--- src/rtl/led_pattern_pkg.sv ---
// Shared types and seed patterns for the LED pattern engine.
package led_pattern_pkg;

    // Widest LED bank the seed helper can describe.
    localparam int MAX_LED = 256;

    typedef logic [2:0] mode_t;

    localparam mode_t MODE_SHR    = 3'd0;
    localparam mode_t MODE_SHL    = 3'd1;
    localparam mode_t MODE_OUT    = 3'd2;
    localparam mode_t MODE_IN     = 3'd3;
    localparam mode_t MODE_BOUNCE = 3'd4;
    localparam mode_t MODE_BLINK  = 3'd5;

    typedef enum logic {
        DIR_RIGHT = 1'b0,
        DIR_LEFT  = 1'b1
    } dir_t;

    // Starting pattern for each mode on an n-LED bank. The caller keeps
    // the low n bits; everything above bit n-1 is zero.
    function automatic logic [MAX_LED-1:0] seed(input mode_t mode, input int n);
        logic [MAX_LED-1:0] msb, lsb, mid, ones, s;
        for (int i = 0; i < MAX_LED; i++) begin
            msb[i]  = (i == n - 1);
            lsb[i]  = (i == 0);
            mid[i]  = (i == n / 2) || (i == n / 2 - 1);
            ones[i] = (i < n);
        end
        case (mode)
            MODE_SHR:    s = msb;
            MODE_SHL:    s = lsb;
            MODE_OUT:    s = mid;
            MODE_IN:     s = msb | lsb;
            MODE_BOUNCE: s = msb;
            MODE_BLINK:  s = ones;
            default:     s = '0;
        endcase
        return s;
    endfunction

endpackage

--- src/rtl/led_pattern_engine_tick.sv ---
// Prescaler, tick generation and step edge detection for the LED engine.
module led_tick_gen #(
    parameter int CLK_HZ   = 100_000_000,
    parameter int RATE0_HZ = 1,
    parameter int RATE1_HZ = 2,
    parameter int RATE2_HZ = 5,
    parameter int RATE3_HZ = 10
) (
    input  logic       clk,
    input  logic       rst,
    input  logic       en,
    input  logic       step,
    input  logic [1:0] speed,
    input  logic       restart,
    output logic       adv
);

    localparam int DIV0 = CLK_HZ / RATE0_HZ;
    localparam int DIV1 = CLK_HZ / RATE1_HZ;
    localparam int DIV2 = CLK_HZ / RATE2_HZ;
    localparam int DIV3 = CLK_HZ / RATE3_HZ;
    // RATE0 is the slowest rate, so its divisor sizes the counter.
    localparam int CW   = $clog2(DIV0);

    localparam logic [CW-1:0] TOP0 = CW'(DIV0 - 1);
    localparam logic [CW-1:0] TOP1 = CW'(DIV1 - 1);
    localparam logic [CW-1:0] TOP2 = CW'(DIV2 - 1);
    localparam logic [CW-1:0] TOP3 = CW'(DIV3 - 1);

    logic [CW-1:0] cnt;
    logic [CW-1:0] top_sel;
    logic          step_q;
    logic          tick;
    logic          step_rise;

    // Terminal count for the selected rate.
    always_comb begin
        top_sel = TOP0;
        case (speed)
            2'd0: top_sel = TOP0;
            2'd1: top_sel = TOP1;
            2'd2: top_sel = TOP2;
            2'd3: top_sel = TOP3;
            default: top_sel = TOP0;
        endcase
    end

    // '>=' catches a count left above the new terminal after a speed change.
    assign tick      = en & (cnt >= top_sel);
    assign step_rise = step & ~step_q;
    assign adv       = tick | (~en & step_rise);

    // Prescaler: counts while running, holds while paused, restarts on mode change.
    always_ff @(posedge clk) begin
        if (!rst)
            cnt <= '0;
        else if (restart)
            cnt <= '0;
        else if (en)
            cnt <= tick ? '0 : cnt + 1'b1;
    end

    // Previous step level for rising edge detection.
    always_ff @(posedge clk) begin
        if (!rst)
            step_q <= 1'b0;
        else
            step_q <= step;
    end

endmodule

--- src/rtl/led_pattern_engine.sv ---
// N-LED pattern sequencer: shift, in/out, bounce and blink patterns with a
// wrap strobe. Define LED_PWM_EN to add the bright port and PWM dimming.
module led_pattern_engine
    import led_pattern_pkg::*;
#(
    parameter int N_LED    = 16,
    parameter int CLK_HZ   = 100_000_000,
    parameter int RATE0_HZ = 1,
    parameter int RATE1_HZ = 2,
    parameter int RATE2_HZ = 5,
    parameter int RATE3_HZ = 10
) (
    input  logic             clk,
    input  logic             rst,
    input  logic             en,
    input  logic             step,
    input  logic [2:0]       mode,
    input  logic [1:0]       speed,
`ifdef LED_PWM_EN
    input  logic [3:0]       bright,
`endif
    output logic [N_LED-1:0] led,
    output logic             wrap
);

    localparam int HALF = N_LED / 2;

    localparam logic [N_LED-1:0] LSB = N_LED'(1);
    localparam logic [N_LED-1:0] MSB = {1'b1, {(N_LED-1){1'b0}}};
    localparam logic [N_LED-1:0] MID = {{(HALF-1){1'b0}}, 2'b11, {(HALF-1){1'b0}}};

    logic [N_LED-1:0] pat;
    logic [N_LED-1:0] pat_nx;
    logic [N_LED-1:0] seed_now;
    logic [HALF-1:0]  up;
    logic [HALF-1:0]  lo;
    mode_t            mode_q;
    dir_t             dir;
    dir_t             dir_nx;
    logic             wrap_nx;
    logic             restart;
    logic             adv;

    assign restart  = (mode != mode_q);
    assign seed_now = N_LED'(seed(mode, N_LED));
    assign up       = pat[N_LED-1:HALF];
    assign lo       = pat[HALF-1:0];

    led_tick_gen #(
        .CLK_HZ   (CLK_HZ),
        .RATE0_HZ (RATE0_HZ),
        .RATE1_HZ (RATE1_HZ),
        .RATE2_HZ (RATE2_HZ),
        .RATE3_HZ (RATE3_HZ)
    ) u_tick (
        .clk     (clk),
        .rst     (rst),
        .en      (en),
        .step    (step),
        .speed   (speed),
        .restart (restart),
        .adv     (adv)
    );

    // Pattern successor for the latched mode, with reload and wrap detection.
    always_comb begin
        pat_nx  = pat;
        dir_nx  = dir;
        wrap_nx = 1'b0;
        case (mode_q)
            MODE_SHR: begin
                if (pat == LSB) begin
                    pat_nx  = MSB;
                    wrap_nx = 1'b1;
                end else begin
                    pat_nx  = pat >> 1;
                end
            end
            MODE_SHL: begin
                if (pat == MSB) begin
                    pat_nx  = LSB;
                    wrap_nx = 1'b1;
                end else begin
                    pat_nx  = pat << 1;
                end
            end
            MODE_OUT: begin
                if (pat == (MSB | LSB)) begin
                    pat_nx  = MID;
                    wrap_nx = 1'b1;
                end else begin
                    pat_nx  = {up << 1, lo >> 1};
                end
            end
            MODE_IN: begin
                if (pat == MID) begin
                    pat_nx  = MSB | LSB;
                    wrap_nx = 1'b1;
                end else begin
                    pat_nx  = {up >> 1, lo << 1};
                end
            end
            MODE_BOUNCE: begin
                // Turning at an end moves straight back, so neither end repeats.
                if (dir == DIR_RIGHT) begin
                    if (pat == LSB) begin
                        pat_nx = LSB << 1;
                        dir_nx = DIR_LEFT;
                    end else begin
                        pat_nx = pat >> 1;
                    end
                end else begin
                    if (pat == MSB) begin
                        pat_nx  = MSB >> 1;
                        dir_nx  = DIR_RIGHT;
                        wrap_nx = 1'b1;
                    end else begin
                        pat_nx  = pat << 1;
                    end
                end
            end
            MODE_BLINK: begin
                pat_nx  = ~pat;
                wrap_nx = (pat == '0);
            end
            default: begin
                pat_nx  = '0;
            end
        endcase
    end

    // Pattern state: reset and mode change reseed; otherwise advance on adv.
    always_ff @(posedge clk) begin
        if (!rst) begin
            mode_q <= mode;
            pat    <= seed_now;
            dir    <= DIR_RIGHT;
            wrap   <= 1'b0;
        end else if (restart) begin
            mode_q <= mode;
            pat    <= seed_now;
            dir    <= DIR_RIGHT;
            wrap   <= 1'b0;
        end else if (adv) begin
            pat    <= pat_nx;
            dir    <= dir_nx;
            wrap   <= wrap_nx;
        end else begin
            wrap   <= 1'b0;
        end
    end

`ifdef LED_PWM_EN
    logic [3:0] pwm_cnt;

    // Free-running PWM phase; LEDs lit while the phase is below bright.
    always_ff @(posedge clk) begin
        if (!rst)
            pwm_cnt <= 4'd0;
        else
            pwm_cnt <= pwm_cnt + 4'd1;
    end

    assign led = pat & {N_LED{pwm_cnt < bright}};
`else
    assign led = pat;
`endif

endmodule

--- config.mk ---
export PLATFORM = sky130hd
export DESIGN_NAME = led_pattern_engine
export DESIGN_NICKNAME = d
export VERILOG_FILES = /design/src/rtl/led_pattern_pkg.sv /design/src/rtl/led_pattern_engine_tick.sv /design/src/rtl/led_pattern_engine.sv
export SDC_FILE = /design/constraint.sdc
export NUM_CORES = 1
export LEC_CHECK = 0
export ABC_AREA = 1
export CAP_MARGIN = 20
export CORE_ASPECT_RATIO = 0.6
export CORE_MARGIN = 10
export CORE_UTILIZATION = 30
export CTS_BUF_LIST = sky130_fd_sc_hd__clkbuf_8
export CTS_CLUSTER_SIZE = 8
export DETAILED_ROUTE_END_ITERATION = 16
export PLACE_DENSITY = 0.51
export SYNTH_ARGS = -nofsm -noshare
export SYNTH_HDL_FRONTEND = slang
export SYNTH_HIERARCHICAL = 1
export SYNTH_SLANG_ARGS = --single-unit
--- constraint.sdc ---
create_clock -name clk -period 3.17 [get_ports clk]
set_input_delay 0.951 -clock clk [delete_from_list [all_inputs] [get_ports clk]]
set_output_delay 0.951 -clock clk [all_outputs]
set_load 0.05 [all_outputs]
* Word-level counts from Yosys, hierarchy flattened
Index checks and enable logic that the tools add are counted.
** Storage, ports and cells
- Register bits :: 49
- Input port bits :: 9
- Output and inout bits :: 17
- Word-level logic and storage cells :: 69
** Operators by class
- Add/subtract/negate cells :: 1
- Magnitude comparators :: 1
- Eq/ne operators :: 20
- Multiplexer cells :: 24
- Bitwise logic cells :: 9
- Reductions and logical operators :: 8
** Operators with widths (number)
- 16-bit two-way mux :: 9
- 27-bit one-hot mux with 4 select lines :: 1
- 16-bit one-hot mux with 6 select lines :: 1
- 16-bit one-hot mux with 5 select lines :: 1
- 16-bit == test, second input constant :: 2
- 27-bit by 1-bit adder with 27-bit output, second input constant :: 1
- 27-bit >= comparator :: 1
- 27-bit two-way mux :: 1
- 16-bit by 1-bit == test with 1-bit output, second input constant :: 1
- 16-bit by 9-bit == test with 1-bit output, second input constant :: 1
- 16-bit zero test :: 1
- 16-bit NOT :: 1
- 15-bit two-way mux :: 1
- 3-bit by 2-bit == test with 1-bit output, second input constant :: 4
- 3-bit == test, second input constant :: 4
- 1-bit two-way mux :: 7
- 3-bit by 1-bit == test with 1-bit output, second input constant :: 2
- 3-bit zero test :: 2
- 3-bit two-way mux :: 2
- 1-bit one-hot mux with 6 select lines :: 1
- 2-bit == test, second input constant :: 2
- 1-bit NOT :: 4
- 2-bit OR reduction :: 2
- 1-bit bitwise AND :: 3
- 8 further kinds :: 8

* Longest topological paths before layout
- Depth in word-level cells :: 8
- Mapped depth :: 17

* Cells and area by module
Netlist, hierarchy kept.
** Modules (own cells, without submodules)
- led_tick_gen :: times used 1, cells each 280, area an instance 1995.7 um^2, seq. area each 560.5 um^2
- led_pattern_engine :: times used 1, cells each 290, area an instance 1894.3 um^2, seq. area each 610.6 um^2

* Worst setup path before layout
No wires, ideal clock.
- Path type :: in2reg
- Start :: input port speed[0]
- End :: register pat[0] (netlist: led[0]) (enable)
- Arrival time :: 2.479 ns
- Required time :: 2.836 ns
- Setup slack :: 0.357 ns
- Stages :: 14
- Path buffers :: 0
- Path through :: inv_1 -> nand2_1 -> ha_1 -> nand2_1 -> nor2_1 -> nand3_1 -> nor2_1 -> nand2_1 -> nand2_1 -> nand2_1 -> nand2_1 -> nand2_2 -> o21ai_0 -> or2_2
** Between the ends
- Word-level cells in the longest chain between the ends :: 6
- Elaborated cells on any way between the ends :: 9
** RTL lines
- start, declared :: line led_pattern_engine.sv:18 : input logic [1:0] speed,
- 2-bit == test (tied with other cells) :: line led_pattern_engine_tick.sv:39 : case (speed)
- 27-bit one-hot mux with 4 select lines * :: line led_pattern_engine_tick.sv:39
- 27-bit >= comparator * :: line led_pattern_engine_tick.sv:49 : assign tick = en & (cnt >= top_sel);
- 1-bit bitwise AND * :: line led_pattern_engine_tick.sv:49
- 1-bit bitwise OR * :: line led_pattern_engine_tick.sv:51 : assign adv = tick | (~en & step_rise);
- net adv :: line led_pattern_engine.sv:42 : logic adv;
- 3-bit by 1-bit inequality test with 1-bit output (no source line) *
- end signal, assigned :: line led_pattern_engine.sv:136 : pat <= seed_now;
- end signal, assigned :: line led_pattern_engine.sv:141 : pat <= seed_now;
- end signal, assigned :: line led_pattern_engine.sv:145 : pat <= pat_nx;
- end, declared :: line led_pattern_engine.sv:32 : logic [N_LED-1:0] pat;
The timed path passes the listed nets; every way through them passes the cells marked *. The select of a mux whose other input is x is not followed.
A chain may end at the register's enable or synchronous reset.

* Worst setup path in the final report
- Start :: input port speed[1]
- End :: register dir
** Between the ends
- Word-level cells in the longest chain between the ends :: 6
- Elaborated cells on any way between the ends :: 9
** RTL lines
- 2-bit == test (tied with other cells) :: line led_pattern_engine_tick.sv:39
- 27-bit one-hot mux with 4 select lines * :: line led_pattern_engine_tick.sv:39
- 27-bit >= comparator * :: line led_pattern_engine_tick.sv:49
- 1-bit bitwise AND * :: line led_pattern_engine_tick.sv:49
- 1-bit bitwise OR * :: line led_pattern_engine_tick.sv:51
- net adv :: line led_pattern_engine.sv:42
- 2-bit AND reduction (no source line) *
- end signal, assigned :: line led_pattern_engine.sv:146 : dir <= dir_nx;
- end, declared :: line led_pattern_engine.sv:38 : dir_t dir;
Marked as above.

==> metrics.cfg <==
[outcome]
outcome = finished clean

[clocking]
postCtsHoldBufs = 0
cts_tree = yes
path_clk_slew_ns = 0.10
clkSinkCount = 49
cts_max_path_buffers = 2
htree_levels = 2
clk_latency_ns = 0.31
clockRootBuffer = clkbuf_8
numCtsBuffers = 5

[detailed_routing]
vias = 3905
firstDrtPassIters = 5
wl_microns = 11900
ant_nets = 0
post_drt_wl_per_cell_microns = 15.3
viasPerCell = 5.02
drt_iter0_drc = 358
drc_errors = 0

[timing]
hold_violations = 0
finalSetupViolations = 0
post-route-period-util_pct = 93.8
rsz0062_at_grt = no
slew_viol_final = 0
worst_pin_slew_ns = 0.748
maxSlewHeadroom_pct = 50.0
min_period_ns = 2.97
finClkSkew_ns = 0.0124
worst_slack_ns = 0.197
fmax_mhz = 336

[grt]
antenna_found_initial = 0
grt_use_total_pct = 12.9
grt_pass1_wl_microns = 19100
grt_max_degree = 18
grt_pass1_vias = 3483
grt_overflow = 0

[worst_setup_path]
crit_path_end_kind = flip-flop
startpoint_type = input port
critPathArrivalTime_ns = 3.22
criticalPathCategory = input port to flip-flop
required_ns = 3.42
crit_fanout = 5

[cells_and_area]
stdcell_count = 778
antenna-diode-count = 0
drive_gt1_share_pct = 14.3
area.growth.synth_to_final_pct = 17.2
fin_area_sq_mm = 0.00456
fin_nets = 631

[logic_synthesis]
yosysTopAreaCell = dfxtp_1
post-synth-top-count-cell = nand2_1
avgSynthCellArea_sq_um = 6.82
syn_inst = 570
seq_area_frac_synth_pct = 30.1
synth_top_flop_cell = dfxtp_1
yosys-top-cells-count = 142 x nand2_1, 72 x nor2_1, 54 x inv_1, 48 x nand3_1, 30 x dfxtp_1
synth_area_leaders = dfxtp_1 15%, edfxtp_1 15%, nand2_1 14%
synth_warnings = 6
synth-edff-count = 19
syn_area_sq_mm = 0.00389
synth-seq-cells = 49
ys_types = 41
async_reset_ff_share_pct = 0
syn_nets = 594
yosysTopAreaCellShare_pct = 15.4

[pwr]
power_density_mw_per_mm2 = 331
irDropWorstVdd_mv = 0.120
leakagePower_nw = 1.86

[flow_run]
max_cap_viol_count = 0

[worst_hold_path]
hp-class = flip-flop to flip-flop

[placement]
dp_cells = 766
gp_congestion = 0.922
placed_cell_area_sq_mm = 0.00437
dp_slack_ns = -0.460
dp_hpwl_microns = 9250
io_buffers = 25

[die]
start_util_pct = 30.5
die_y_microns = 108
dieArea_sq_mm = 0.0181
die_x_microns = 167
pin_count = 26
fp-row-count = 32
core-area_sq_mm = 0.0128

report_power, final:
part           internal, mW  switching (mW)
sequential            0.683          0.0485
clock                 0.172           0.217
combinational         0.131           0.257
total                 0.987           0.523
worst max-delay path, cell delays in order:
cell and delay, ns:
clkdlybuf4s50_1 0.49, inv_2 0.07, buf_4 0.14, ha_1 0.28, nand2_1 0.08, nor2_1 0.12, nand3_1 0.09, nand3_1 0.10
nand2_1 0.05, nand2_1 0.07, nand2_1 0.05, nand2_1 0.08, nand2_2 0.06, o21ai_2 0.06, buf_4 0.13, nand2_1 0.07
o21ai_0 0.15, nor3b_2 0.17
cells in the final DEF, fill, tap and decap left out, types with 19 or more instances in the layout:
cell type          n
a21oi_1           22
clkdlybuf4s50_1   24
dfxtp_1           30
edfxtp_1          19
inv_1             56
nand2_1          140
nand3_1           48
nor2_1            70
nor2_2            26
o21ai_0           20
sequential cells by signal, indices dropped and copies added, names as in the netlist:
signal and flops:
dir 1, u_tick/cnt 27, led 16, mode_q 3, u_tick/step_q 1, wrap 1
per-layer routing:
| metal | global-route usage (%) | vias up | share of wire (%) |
|---|---|---|---|
| li1 | - | 1961 | - |
| met1 | 20.4 | 1801 | 55 |
| met2 | 17.3 | 135 | 38 |
| met3 | 2.28 | 8 | 6.6 |
| met4 | 2.37 | 0 | 0.61 |
| met5 | 0 | - | 0 |
layout make-up:
cell class	instances	area, sq um
clock inverters	2	7.51
well taps	170	213
clock buffers	6	82.6
fillers	1371	8210
inverters	60	228
repair buffers	46	460
multi-input cells	445	2400
flip-flops and latches	49	1170
per-stage QoR:
step                      hold WS, ns  util [%]  total power [mW]  setup TNS, ns
after global routing            0.605      35.7              1.60              0
after floorplan                 0.520         -             0.990              0
after CTS                       0.570      35.3              1.53              0
after detailed placement        0.544      34.2              1.12          -9.79
final                           0.566      35.7              1.51              0
after global placement          0.538      34.2              1.12          -7.80
final timing paths:
| check | from | end | slack (ns) | depth (start not counted) |
|---|---|---|---|---|
| max | speed[1] | dir | 0.20 | 18 |
| min | u_tick/cnt[4] | u_tick/cnt[4] | 0.57 | 2 |
| max reg2reg | u_tick/cnt[16] | led[14] | 1.01 | 11 |
| min reg2reg | u_tick/cnt[4] | u_tick/cnt[4] | 0.57 | 2 |
timing repair:
action                     4_1_cts  5_1_grt
pin swaps                        1        2
setup buffers                    2        2
setup endpoints to repair       16       33
resized for setup                1       10
logic make-up after synthesis:
family / after synthesis / share of synthesized area, %
compound gates: 78 / 11.9
simple gates: 336 / 40.3
mux: 1 / 0.257
xor+xnor: 15 / 3.38
buf+inv: 76 / 9.26
flops: 49 / 30.1
fa+ha+maj: 15 / 4.82
Power figures use the tool's default switching activity.
==> RTL edit 1 (same settings) <==
Register the output `led` once more; this adds one clock of latency there. The other outputs are not delayed to match.
--- a/src/rtl/led_pattern_engine.sv
+++ b/src/rtl/led_pattern_engine.sv
@@ -163,7 +163,9 @@
 
     assign led = pat & {N_LED{pwm_cnt < bright}};
 `else
-    assign led = pat;
+    always_ff @(posedge clk) begin
+        led <= pat;
+    end
 `endif
 
 endmodule
Check against the original RTL: not equivalent (Yosys sat finds a counterexample within 4 cycles, from zero or initial values and one cycle with rst low).
==> RTL edit 1 against the unedited design <==
- design area rose by 9.1%
- highest routed layer unchanged
- power rose by 41%
- sequential cell count rose by 16
- wire length rose by 5.3%
- first-iteration DRC count rose by 38%
- sequential power rose by 31%
- critical endpoint is now pat[10]$_DFFE_PP_
- critical path depth fell by 4
- clock skew fell by 0.00097 ns
- worst setup slack got worse by 0.027 ns
- register-to-register slack got worse by 0.03 ns
- hold slack got worse by 0.11 ns
- fmax fell by 0.89%
- synthesized area rose by 8.2%
- clock power rose by 100%
==> RTL edit 1: results (changes against the unedited design) <==
routedWlPerCell_microns: 15.23  # -0.24%
slowest_stage: "clkdlybuf4s50_1"
ys_seq_area_share_pct: 35.42  # +5.3 points
hold_depth: 0  # -2
maxSlewHeadroom_pct: 50.23  # +0.23 points
ir_drop_mv: 0.1685  # +41%
clock_path_buffers: 2  # unchanged
postCtsSetupRepairBufs: 0  # -2
portBuffers: 25  # unchanged
cp_top_family: "simple AND/OR/NAND/NOR gates"
reg2reg_depth: 10  # -1
drt_iter0_drc: 494  # +38%
path_clk_slew_ns: 0.07  # -0.03 ns
numCtsBuffers: 9  # +4
dp_hpwl_microns: 9378  # +1.4%
grt_max_degree: 17  # -1
first_global_vias: 3789  # +8.8%
grt_first_pass_wirelength_microns: 20240  # +6.1%
synthTopCellsByCount: "nand2_1, nor2_1, inv_1"
gp_congestion: 0.9237  # +0.16%
clock_latency_ns: 0.35  # +0.04 ns
critPathMaxFanout: 8  # +3
synthTopCellsByArea: "dfxtp_1, edfxtp_1, nand2_1"
status: "complete, no violations"
yosys_warnings: 6  # unchanged
drive_gt1_share_pct: 13.99  # -0.32 points
p_leak_nw: 2.029  # +9.2%
htree_levels: 3  # +1
nets: 648  # +2.7%
place_area_sq_um: 4721  # +8.0%
viasPerCell: 4.916  # -2.1%
die_w_microns: 172.9  # +3.6%
holdPathEnd: "led[15]$_DFF_P_"
arrival_ns: 3.07  # -0.15 ns
clock-skew-final_ns: 0.01141  # -0.0009677 ns
grtUsageTotal_pct: 12.86  # -0.022 points
rrSetupSlack_ns: 0.98  # -0.03 ns
hp-start: "pat[15]$_DFFE_PP_"
drt_first_pass_iters: 6  # +1
RTL edit 1: cell count changes in the layout (fill, tap and decap cells not counted), sizes merged:
cell    delta
bufinv     +2
dfxtp     +16
clkinv     +1
buf        -4
clkbuf     +5
or2        +1
RTL edit 1: cells by family after synthesis:
group / count (synthesis) / share of synthesized area [%]
muxes: 1 / 0.2378
buffers and inverters: 76 / 8.559
AOI/OAI and AO/OA: 78 / 10.97
xor gates and xnor gates: 15 / 3.120
adders and majority gates: 15 / 4.458
DFF: 65 / 35.42
and+or+nand+nor: 336 / 37.24
RTL edit 1: area by class of cell:
| cell class | instances | area [sq um] |
|---|---|---|
| multi-input combinational | 446 | 2386 |
| tap | 192 | 240.2 |
| clock buffer | 11 | 151.4 |
| clock inverter | 5 | 71.32 |
| sequential | 65 | 1491 |
| fill | 1473 | 8735 |
| inverter | 60 | 227.7 |
| timing repair buffer | 42 | 405.4 |
RTL edit 1: stage by stage:
step	TNS (ns)	hold WS (ns)	setup slack [ns]	cells	power (mW)
after floorplan	0	0.3462	0.3570	586	1.218
after global placement	-7.494	0.4402	-0.4119	804	1.346
after detailed placement	-10.14	0.4349	-0.4716	804	1.348
after CTS	0	0.4513	0.03514	820	2.155
after global routing	0	0.4753	0.003842	821	2.238
final	0	0.4591	0.1703	821	2.134
RTL edit 1: layer usage:
layer	GRT usage (%)	routed length, microns	vias up
met5	0	0	-
met4	2.918	97	0
met3	4.285	1388	10
met2	15.74	4370	190
met1	20.17	6650	1823
li1	-	-	2013
RTL edit 1: where the power goes:
group          switching (mW)  internal (mW)
Clock                   0.318          0.478
Sequential             0.0515          0.906
Combinational           0.256          0.125
==> RTL edit 2 (config.mk and constraints unchanged) <==
Made on the original files. Set the parameter `N_LED` to 32 (it was 16).
--- a/src/rtl/led_pattern_engine.sv
+++ b/src/rtl/led_pattern_engine.sv
@@ -3,7 +3,7 @@
 module led_pattern_engine
     import led_pattern_pkg::*;
 #(
-    parameter int N_LED    = 16,
+    parameter int N_LED    = 32,
     parameter int CLK_HZ   = 100_000_000,
     parameter int RATE0_HZ = 1,
     parameter int RATE1_HZ = 2,
Ports: changed (resized led); port bits go from 26 to 42. No check against the original RTL was run, so the function may have changed too.
==> RTL edit 2 against the unedited design <==
- wire length rose by 43%
- design area rose by 35%
- non-clock buffer count rose by 25
- synthesized area rose by 30%
- worst setup slack improved by 0.083 ns
- hold slack got worse by 0.043 ns
- sequential cell count rose by 16
- synthesized cell count rose by 33%
- power rose by 57%
- final cell count rose by 34%
- die area rose by 26%
- sequential share of layout area rose by 1.2 points
==> RTL edit 2: results (changes against the unedited design) <==
clock-skew-final_ns: 0.01967  # +0.007300 ns
drt_iter0_drc: 744  # +110%
largest_register_ffs: 32  # +19%
gp_congestion: 0.8850  # -4.0%
setup_slack_ns: 0.2804  # +0.08327 ns
p_leak_nw: 2.592  # +39%
p_sw_mw: 0.8686  # +66%
fillers: 1801  # +31%
route.met2.wl_microns: 5871  # +30%
wl_met1_microns: 9198  # +41%
reg2reg_depth: 14  # +3
grt_first_pass_wirelength_microns: 27540  # +44%
slowest_stage: "dlygate4sd2_1"
grtUsageTotal_pct: 15.04  # +2.2 points
rrSetupSlack_ns: 0.97  # -0.04 ns
syn_nets: 783  # +32%
nets: 837  # +33%
routedWlPerCell_microns: 16.19  # +6.0%
first_global_vias: 4887  # +40%
cts.repair.resized: 9  # +8
critPathMaxFanout: 13  # +8
wl_met3_microns: 1703  # +120%
status: "complete, no violations"
crit_path_max_incr_delay_ns: 0.32  # -0.17 ns
worstSetupEndpoint: "led[20]$_DFFE_PP_"
clock_latency_ns: 0.36  # +0.05 ns
ys_seq_area_share_pct: 32.54  # +2.4 points
portBuffers: 41  # +64%
## RTL edit 2: area by class of cell
class                   instances  area share, %
repair buffers                 71          11.30
clock inverters                 7          1.018
clock buffers                   9          2.016
multi-input cells             577          48.70
inverters                      89          5.438
flip-flops and latches         65          26.88
well taps                     228          4.644
## RTL edit 2: power by group through the flow
stage | clock, mW | combinational (mW) | sequential, mW
2_1_floorplan | 0 | 0.280 | 1.15
3_3_place_gp | 0 | 0.618 | 1.04
3_5_place_dp | 0 | 0.616 | 1.04
4_1_cts | 0.742 | 0.626 | 1.02
5_1_grt | 0.778 | 0.693 | 1.03
6_report | 0.712 | 0.634 | 1.02
## RTL edit 2: layer usage
metal  up-vias  global-route usage (%)
met1      2325                   24.23
met5         -                       0
met4         0                   3.383
met3        14                   4.564
li1       2658                       -
met2       253                   17.92
## RTL edit 2: metrics by stage
stage | total power, mW | area, sq um | cells | hold slack (ns) | TNS, ns
final | 2.366 | 6143 | 1046 | 0.5236 | 0
after global routing | 2.500 | 6143 | 1046 | 0.5539 | 0
after CTS | 2.386 | 6087 | 1044 | 0.5264 | 0
after detailed placement | 1.652 | 5852 | 1026 | 0.5056 | -12.60
after global placement | 1.656 | 5852 | 1026 | 0.5156 | -11.56
after floorplan | 1.431 | 5079 | 759 | 0.4870 | 0
## RTL edit 2: kinds of logic (layout without fill, tap and decap cells)
group                      count (synthesis)  in the layout  share of synthesized area [%]
xor gates and xnor gates                  15             15                          2.588
and+or+nand+nor                          413            413                          35.00
DFF                                       65             65                          32.54
buffers and inverters                    117            176                          9.638
adders and majority gates                 15             15                          3.697
AOI/OAI and AO/OA                        133            133                          16.34
muxes                                      1              1                         0.1972
